File: src/rtl/mem_bus_arbiter.sv
// rtl/mem_bus_arbiter.sv - two-master round-robin arbiter for the shared RAM port and LED/switch I/O
`timescale 1ns/1ps

module mem_bus_arbiter #(
  parameter int                ADDR_W   = 9,
  parameter int                DATA_W   = 16,
  parameter int                RAM_AW   = 8,
  parameter int                IO_W     = 8,
  parameter logic [ADDR_W-1:0] LED_ADDR = 9'h100,
  parameter logic [ADDR_W-1:0] SW_ADDR  = 9'h140
) (
  input  logic              clk,
  input  logic              reset,
  input  logic              m0_req,
  input  logic              m0_write,
  input  logic [ADDR_W-1:0] m0_addr,
  input  logic [DATA_W-1:0] m0_wdata,
  output logic              m0_ack,
  output logic [DATA_W-1:0] m0_rdata,
  input  logic              m1_req,
  input  logic              m1_write,
  input  logic [ADDR_W-1:0] m1_addr,
  input  logic [DATA_W-1:0] m1_wdata,
  output logic              m1_ack,
  output logic [DATA_W-1:0] m1_rdata,
  output logic [RAM_AW-1:0] ram_addr,
  output logic              ram_we,
  output logic [DATA_W-1:0] ram_wdata,
  input  logic [DATA_W-1:0] ram_rdata,
  input  logic [IO_W-1:0]   sw_in,
  output logic [IO_W-1:0]   ledr
);

  typedef enum logic [1:0] {
    S_IDLE    = 2'd0,
    S_RD_ADDR = 2'd1,
    S_RD_DATA = 2'd2,
    S_ACK     = 2'd3
  } state_t;

  state_t              state_q;
  logic                last_grant_q;
  logic                win_q;
  logic                m0_ack_q;
  logic                m1_ack_q;
  logic [DATA_W-1:0]   m0_rdata_q;
  logic [DATA_W-1:0]   m1_rdata_q;
  logic [RAM_AW-1:0]   ram_addr_q;
  logic                ram_we_q;
  logic [DATA_W-1:0]   ram_wdata_q;
  logic [IO_W-1:0]     ledr_q;

  logic                gnt_valid;
  logic                gnt_sel;
  logic                sel_write;
  logic [ADDR_W-1:0]   sel_addr;
  logic [DATA_W-1:0]   sel_wdata;
  logic                sel_is_ram;
  logic                sel_is_led;
  logic                sel_is_sw;
  logic [DATA_W-1:0]   io_rdata;

  // On a tie the master that was not served last wins.
  always_comb begin
    gnt_valid = m0_req | m1_req;
    gnt_sel   = 1'b0;
    if (m0_req && m1_req) begin
      gnt_sel = ~last_grant_q;
    end else begin
      gnt_sel = m1_req;
    end
    sel_write  = gnt_sel ? m1_write : m0_write;
    sel_addr   = gnt_sel ? m1_addr  : m0_addr;
    sel_wdata  = gnt_sel ? m1_wdata : m0_wdata;
    sel_is_ram = (sel_addr[ADDR_W-1:RAM_AW] == '0);
    sel_is_led = (sel_addr == LED_ADDR);
    sel_is_sw  = (sel_addr == SW_ADDR);
    io_rdata   = '0;
    if (sel_is_led) begin
      io_rdata = {{(DATA_W-IO_W){1'b0}}, ledr_q};
    end else if (sel_is_sw) begin
      io_rdata = {{(DATA_W-IO_W){1'b0}}, sw_in};
    end
  end

  always_ff @(posedge clk or posedge reset) begin
    if (reset) begin
      state_q      <= S_IDLE;
      last_grant_q <= 1'b1;
      win_q        <= 1'b0;
      m0_ack_q     <= 1'b0;
      m1_ack_q     <= 1'b0;
      m0_rdata_q   <= '0;
      m1_rdata_q   <= '0;
      ram_addr_q   <= '0;
      ram_we_q     <= 1'b0;
      ram_wdata_q  <= '0;
      ledr_q       <= '0;
    end else begin
      m0_ack_q <= 1'b0;
      m1_ack_q <= 1'b0;
      ram_we_q <= 1'b0;
      case (state_q)
        S_IDLE: begin
          if (gnt_valid) begin
            win_q <= gnt_sel;
            if (sel_is_ram && !sel_write) begin
              ram_addr_q <= sel_addr[RAM_AW-1:0];
              state_q    <= S_RD_ADDR;
            end else begin
              // Everything except a RAM read completes with the ack in the next cycle.
              if (sel_is_ram) begin
                ram_addr_q  <= sel_addr[RAM_AW-1:0];
                ram_wdata_q <= sel_wdata;
                ram_we_q    <= 1'b1;
              end else if (sel_write) begin
                if (sel_is_led) begin
                  ledr_q <= sel_wdata[IO_W-1:0];
                end
              end else if (gnt_sel) begin
                m1_rdata_q <= io_rdata;
              end else begin
                m0_rdata_q <= io_rdata;
              end
              if (gnt_sel) begin
                m1_ack_q <= 1'b1;
              end else begin
                m0_ack_q <= 1'b1;
              end
              state_q <= S_ACK;
            end
          end
        end
        S_RD_ADDR: begin
          state_q <= S_RD_DATA;
        end
        S_RD_DATA: begin
          if (win_q) begin
            m1_rdata_q <= ram_rdata;
            m1_ack_q   <= 1'b1;
          end else begin
            m0_rdata_q <= ram_rdata;
            m0_ack_q   <= 1'b1;
          end
          state_q <= S_ACK;
        end
        S_ACK: begin
          last_grant_q <= win_q;
          state_q      <= S_IDLE;
        end
        default: begin
          state_q <= S_IDLE;
        end
      endcase
    end
  end

  assign m0_ack    = m0_ack_q;
  assign m1_ack    = m1_ack_q;
  assign m0_rdata  = m0_rdata_q;
  assign m1_rdata  = m1_rdata_q;
  assign ram_addr  = ram_addr_q;
  assign ram_we    = ram_we_q;
  assign ram_wdata = ram_wdata_q;
  assign ledr      = ledr_q;

endmodule

File: config.mk
export PLATFORM = sky130hd
export DESIGN_NAME = mem_bus_arbiter
export DESIGN_NICKNAME = d
export VERILOG_FILES = /design/src/rtl/mem_bus_arbiter.sv
export SDC_FILE = /design/constraint.sdc
export NUM_CORES = 1
export LEC_CHECK = 0
export ABC_CLOCK_PERIOD_IN_PS = 6100
export BUFFER_PORTS_ARGS = -buffer_cell sky130_fd_sc_hd__buf_2
export CORE_MARGIN = 2
export CORE_UTILIZATION = 30
export DETAILED_ROUTE_END_ITERATION = 10
export PLACE_DENSITY = 0.56
export SLEW_MARGIN = 25
export SYNTH_ARGS = -nofsm -noshare
export SYNTH_HDL_FRONTEND = slang
export SYNTH_SLANG_ARGS = --single-unit
export TNS_END_PERCENT = 10
File: constraint.sdc
create_clock -name clk -period 6.1 [get_ports clk]
set_input_delay 1.22 -clock clk [delete_from_list [all_inputs] [get_ports clk]]
set_output_delay 1.22 -clock clk [all_outputs]
set_load 0.1 [all_outputs]
==> results of run 1 <==
layout by cell type (no fill, tap or decap), drive strengths merged, types with 10 or more instances in the layout:
master  synthesis  layout
a21oi          26      26
a31oi          10      10
buf             8     148
clkbuf         13      11
dfrtp          70      70
inv            15      16
mux2           41      41
mux2i          11      11
nand2          69      69
nand2b         18      18
o21ai          34      34
final cells by class:
type,instances,area (um^2),share of cell area
sequential,71,1780,0.365
multi-input combinational,261,1780,0.365
timing repair buffer,148,746,0.153
clock buffer,11,243,0.0499
tap,168,210,0.0432
inverter,16,60.1,0.0123
clock inverter,5,56.3,0.0116
through the flow:
stage           util  hold slack, ns  instances
6_report       0.404           0.497        680
5_1_grt        0.404           0.513        680
4_1_cts        0.404           0.501        680
3_5_place_dp   0.379           0.487        664
3_3_place_gp   0.379           0.472        664
2_1_floorplan      -           0.538        369
cell usage after synthesis, types with 3 or more instances:
master and number:
nand2_1 69, inv_1 15, o22ai_1 8, mux2_4 9, nand2b_1 18, nor2_1 5, ha_1 3, a32oi_1 8
mux2i_1 11, clkbuf_1 13, and2_1 8, a21oi_1 26, dfrtp_1 70, a31oi_1 10, buf_2 4, o21ai_0 33
mux2_2 31
routing by layer:
layer / wire, um / part of all wire / vias up / global-route usage
met2: 5160 / 0.49 / 86 / 0.256
met1: 4740 / 0.45 / 1568 / 0.212
met5: 0 / 0 / - / 0
met4: 74 / 0.0070 / 0 / 0.0434
met3: 577 / 0.055 / 4 / 0.0427
li1: - / - / 1572 / -
kinds of logic after synthesis:
kind of cell / after synthesis / synth area share
AOI/OAI and AO/OA: 93 / 0.158
adders and majority gates: 3 / 0.0101
buffers and inverters: 37 / 0.0418
DFF: 71 / 0.479
muxes: 52 / 0.163
and+or+nand+nor: 113 / 0.148
flip-flops by register name, indices dropped and copies added, names as in the netlist:
signal / cells
last_grant_q: 1
ledr: 8
m0_ack: 1
m0_rdata: 16
m1_ack: 1
m1_rdata: 16
ram_addr: 8
ram_wdata: 16
ram_we: 1
state_q: 2
win_q: 1
worst min path at each step:
stage          cells after the start         from  slack [ns]     endpoint
2_1_floorplan                      2   state_q[0]        0.54   state_q[0]
3_3_place_gp                       1  m1_rdata[9]        0.47  m1_rdata[9]
3_5_place_dp                       1  m1_rdata[8]        0.49  m1_rdata[8]
4_1_cts                            1  m1_rdata[8]        0.50  m1_rdata[8]
5_1_grt                            1  m1_rdata[8]        0.51  m1_rdata[8]
6_report                           1  m1_rdata[8]        0.50  m1_rdata[8]
worst max-delay path, stage by stage:
cell	delay, ns
buf_2	0.21
a21bo_2	0.72
mux2i_1	0.23
nor3_4	0.75
mux2_2	0.41
==> metrics.txt, run 1 <==
run status=complete, no violations; Via-to-Cell Ratio=4.75; Worst-path clk slew=0.06 ns; CTS tree=yes; Worst Reg-to-Reg Cells=6; # nets final=590; port bufs=146; DRT iter0 DRCs=165; Critical Path RT=6.31 ns; clock sinks=71; die width=115 um; reg2reg end=m0_rdata[14]; Overall Global Routing Usage=0.159; wire per inst=15.5 um; RSZ-0062 raised after global routing=no; worst setup path endpoint=ram_wdata[12]; post-layout minimum cycle time=3.35 ns; post-synth net total=452; Mapped Cells=369; setup TNS=0 ns; Routed Antenna Nets=0; CTS Buf Count=9; Setup Viol. Count Final=0; deepest clock path buffer count=2; Vias=3230; sequential fraction of the synthesis area=0.479; Synth-to-Final Area Change=31.3%; Worst Hold Class=reg2reg; fill cell count=1241; Worst-Margin Slew=0.935 ns; RR Startpoint=state_q[0]; crit-path max FO=35; Die Ht=115 um; Netlist cell types=39; Initial Util=0.307; die area=0.0133 mm^2; fin. max-slew vios=0; number of global-route vias before repair=3195; GPL Wtd Cong=0.766; Crit Path Class=in2reg; clk root buf=clkbuf_16; Clock Skew=0.00688 ns; area leader, netlist=dfrtp_1; num rows=40; syn_area_per_cell=10.1 um^2; CP Launch Type=input port; CP arrival=3.56 ns; worst skew pair latency=0.33 ns; drt first pass iters=4; share of cells above drive strength 1=0.414; Hold Buf Count CTS=0; Core ar.=0.0121 mm^2; part of the cycle the worst path needs=0.550; Synth Register Bits=71; Max Cap Viol=0; post-CTS setup buffers=0; Slew headroom=0.374; Final Cell Area=0.00487 mm^2; Primary FF master, synth=dfrtp_1; fmax=298 MHz; Critical Path Sink Type=register; largest net degree at the start of global routing=72; IO Pins=147; wirelength, routed=10500 um; fin worst setup slack=2.75 ns; CTS H-Tree Depth=3; synth top area cells=dfrtp_1 (47%), mux2_2 (9.4%), nand2_1 (7.0%); Area after DPL=0.00457 mm^2; first-pass GRT wire length=16400 um; antenna violations before repair=0; R2R Setup Slk=3.16 ns; Residual DRC=0; asr flop ratio synth=1.00; cts repair resizes=0; Synth Warn #=0; Worst Setup SP=m0_req; Yosys top cell area share=0.472; gr ovfl total=0; number of hold violations in the final report=0; EDFF count, synth=0; placed wire-length estimate=7710 um; Mapped Area=0.00371 mm^2; Setup WS pre-CTS=2.38 ns; Ant. Diodes=0
Power of run 1 is not shown: default switching activity piles up to over one toggle a cycle in this logic, so the estimate is an artifact.
==> inputs of run 2 (changes only) <==
--- a/config.mk
+++ b/config.mk
@@ -5,12 +5,12 @@
 export SDC_FILE = /design/constraint.sdc
 export NUM_CORES = 1
 export LEC_CHECK = 0
-export ABC_CLOCK_PERIOD_IN_PS = 6100
+export ABC_CLOCK_PERIOD_IN_PS = 2800
 export BUFFER_PORTS_ARGS = -buffer_cell sky130_fd_sc_hd__buf_2
 export CORE_MARGIN = 2
 export CORE_UTILIZATION = 30
 export DETAILED_ROUTE_END_ITERATION = 10
-export PLACE_DENSITY = 0.56
+export PLACE_DENSITY = 0.58
 export SLEW_MARGIN = 25
 export SYNTH_ARGS = -nofsm -noshare
 export SYNTH_HDL_FRONTEND = slang
==> constraint.sdc (replaced) <==
create_clock -name clk -period 2.8 [get_ports clk]
set_input_delay 0.56 -clock clk [delete_from_list [all_inputs] [get_ports clk]]
set_output_delay 0.56 -clock clk [all_outputs]
set_load 0.1 [all_outputs]
==> run 2 against run 1 <==
Design area grew 0.82%. Wire length rose by 1.3%. Global-route usage up 0.58 points.
==> metrics.txt, run 2 (synthesized netlist as in run 1, its figures left out) <==
run status=complete, no violations; Slew headroom=0.549; most frequent cells in the layout=buf_2 (146), dfrtp_1 (70), nand2_1 (69); share of cells above drive strength 1=0.419; Setup Viol. Count Final=0; Initial Util=0.307; post-CTS setup buffers=0; port bufs=146; part of the cycle the worst path needs=0.823; Max Cap Viol=0; gr ovfl total=0; slowest stage delay, CP=0.41 ns; Synth-to-Final Area Change=32.4%; crit path cell chain=inv_1 -> ha_1 -> clkinv_1 -> nor3_4 -> buf_4 -> mux2_2; CP Launch Type=register; Worst Reg-to-Reg Cells=6; Overall Global Routing Usage=0.165; first-pass GRT wire length=16800 um; crit-path max FO=17; post-layout minimum cycle time=2.30 ns; Largest delay share family, worst path=buffers and inverters; CTS Buf Count=9; Worst-path clk slew=0.06 ns; number of global-route vias before repair=3295; Vias=3288; GPL Wtd Cong=0.798; Via-to-Cell Ratio=4.79; crit path max-delay cell type=ha_1; Core ar.=0.0121 mm^2; Worst-Margin Slew=0.676 ns; fmax=434 MHz; wirelength, routed=10700 um; # nets final=596; Clock Skew=0.00412 ns; drt first pass iters=4; num rows=40; number of hold violations in the final report=0; Residual DRC=0; critical path depth in cells=6; IO Pins=147; largest net degree at the start of global routing=54; Routed Antenna Nets=0; CTS tree=yes; Critical Path Sink Type=register; Die Ht=115 um; die width=115 um; RSZ-0062 raised after global routing=no; worst skew pair latency=0.33 ns; Crit Path Class=reg2reg; clock sinks=71; commonest non-fill, non-tap cell in the layout=buf_2; Final Cell Area=0.00491 mm^2; Area after DPL=0.00462 mm^2; wire per inst=15.6 um; CTS H-Tree Depth=3; Hold Buf Count CTS=0; DRT iter0 DRCs=224; WP buf/inv=3; die area=0.0133 mm^2; clk root buf=clkbuf_16; Worst Hold Class=in2async; setup TNS=0 ns; fin. max-slew vios=0; deepest clock path buffer count=2; cts repair resizes=0; fin worst setup slack=0.496 ns; CP arrival=2.52 ns; Critical Path RT=3.02 ns; Final Core Density=0.407; Ant. Diodes=0; antenna violations before repair=0; placed wire-length estimate=7970 um; Setup WS pre-CTS=0.490 ns
## run 2: cell count changes in the layout (fill, tap and decap cells not counted)
cell / before / now
buf_4: 2 / 8
clkbuf_1: 1 / 2
clkinv_2: 2 / 3
clkinvlp_4: 1 / 0
inv_2: 1 / 0
inv_4: 0 / 1
inv_6: 1 / 0
## run 2: per-stage QoR
stage | std cells | hold WS (ns)
floorplan | 369 | 0.538
global placement | 670 | 0.474
detailed placement | 670 | 0.477
CTS | 686 | 0.440
global route | 686 | 0.397
finish | 686 | 0.338
## run 2: area by class of cell
type | count | area, um^2
fillers | 1211 | 7150
flip-flops and latches | 71 | 1780
multi-input cells | 261 | 1780
repair buffers | 154 | 791
clock buffers | 12 | 246
well taps | 168 | 210
inverters | 16 | 62.6
clock inverters | 4 | 45.0
## run 2: layer usage
| layer | wire length, um | GRT usage | share of wire |
|---|---|---|---|
| met4 | 329 | 0.0827 | 0.031 |
| met1 | 4770 | 0.216 | 0.45 |
| met5 | 0 | 0 | 0 |
| met3 | 509 | 0.0369 | 0.048 |
| met2 | 5070 | 0.257 | 0.47 |
## run 2: path summary, 6_finish.rpt
| check | from | end | slack (ns) |
|---|---|---|---|
| setup reg to reg | state_q[0] | ram_wdata[11] | 0.50 |
| min in group clk | m1_rdata[9] | m1_rdata[9] | 0.49 |
| setup / recovery | state_q[0] | ram_wdata[11] | 0.50 |
| max in group asynchronous | reset | m1_rdata[10] | 1.83 |
| hold reg to reg | m1_rdata[9] | m1_rdata[9] | 0.49 |
| hold / removal | reset | m1_rdata[3] | 0.34 |
Power of run 2 is left out for the same reason.
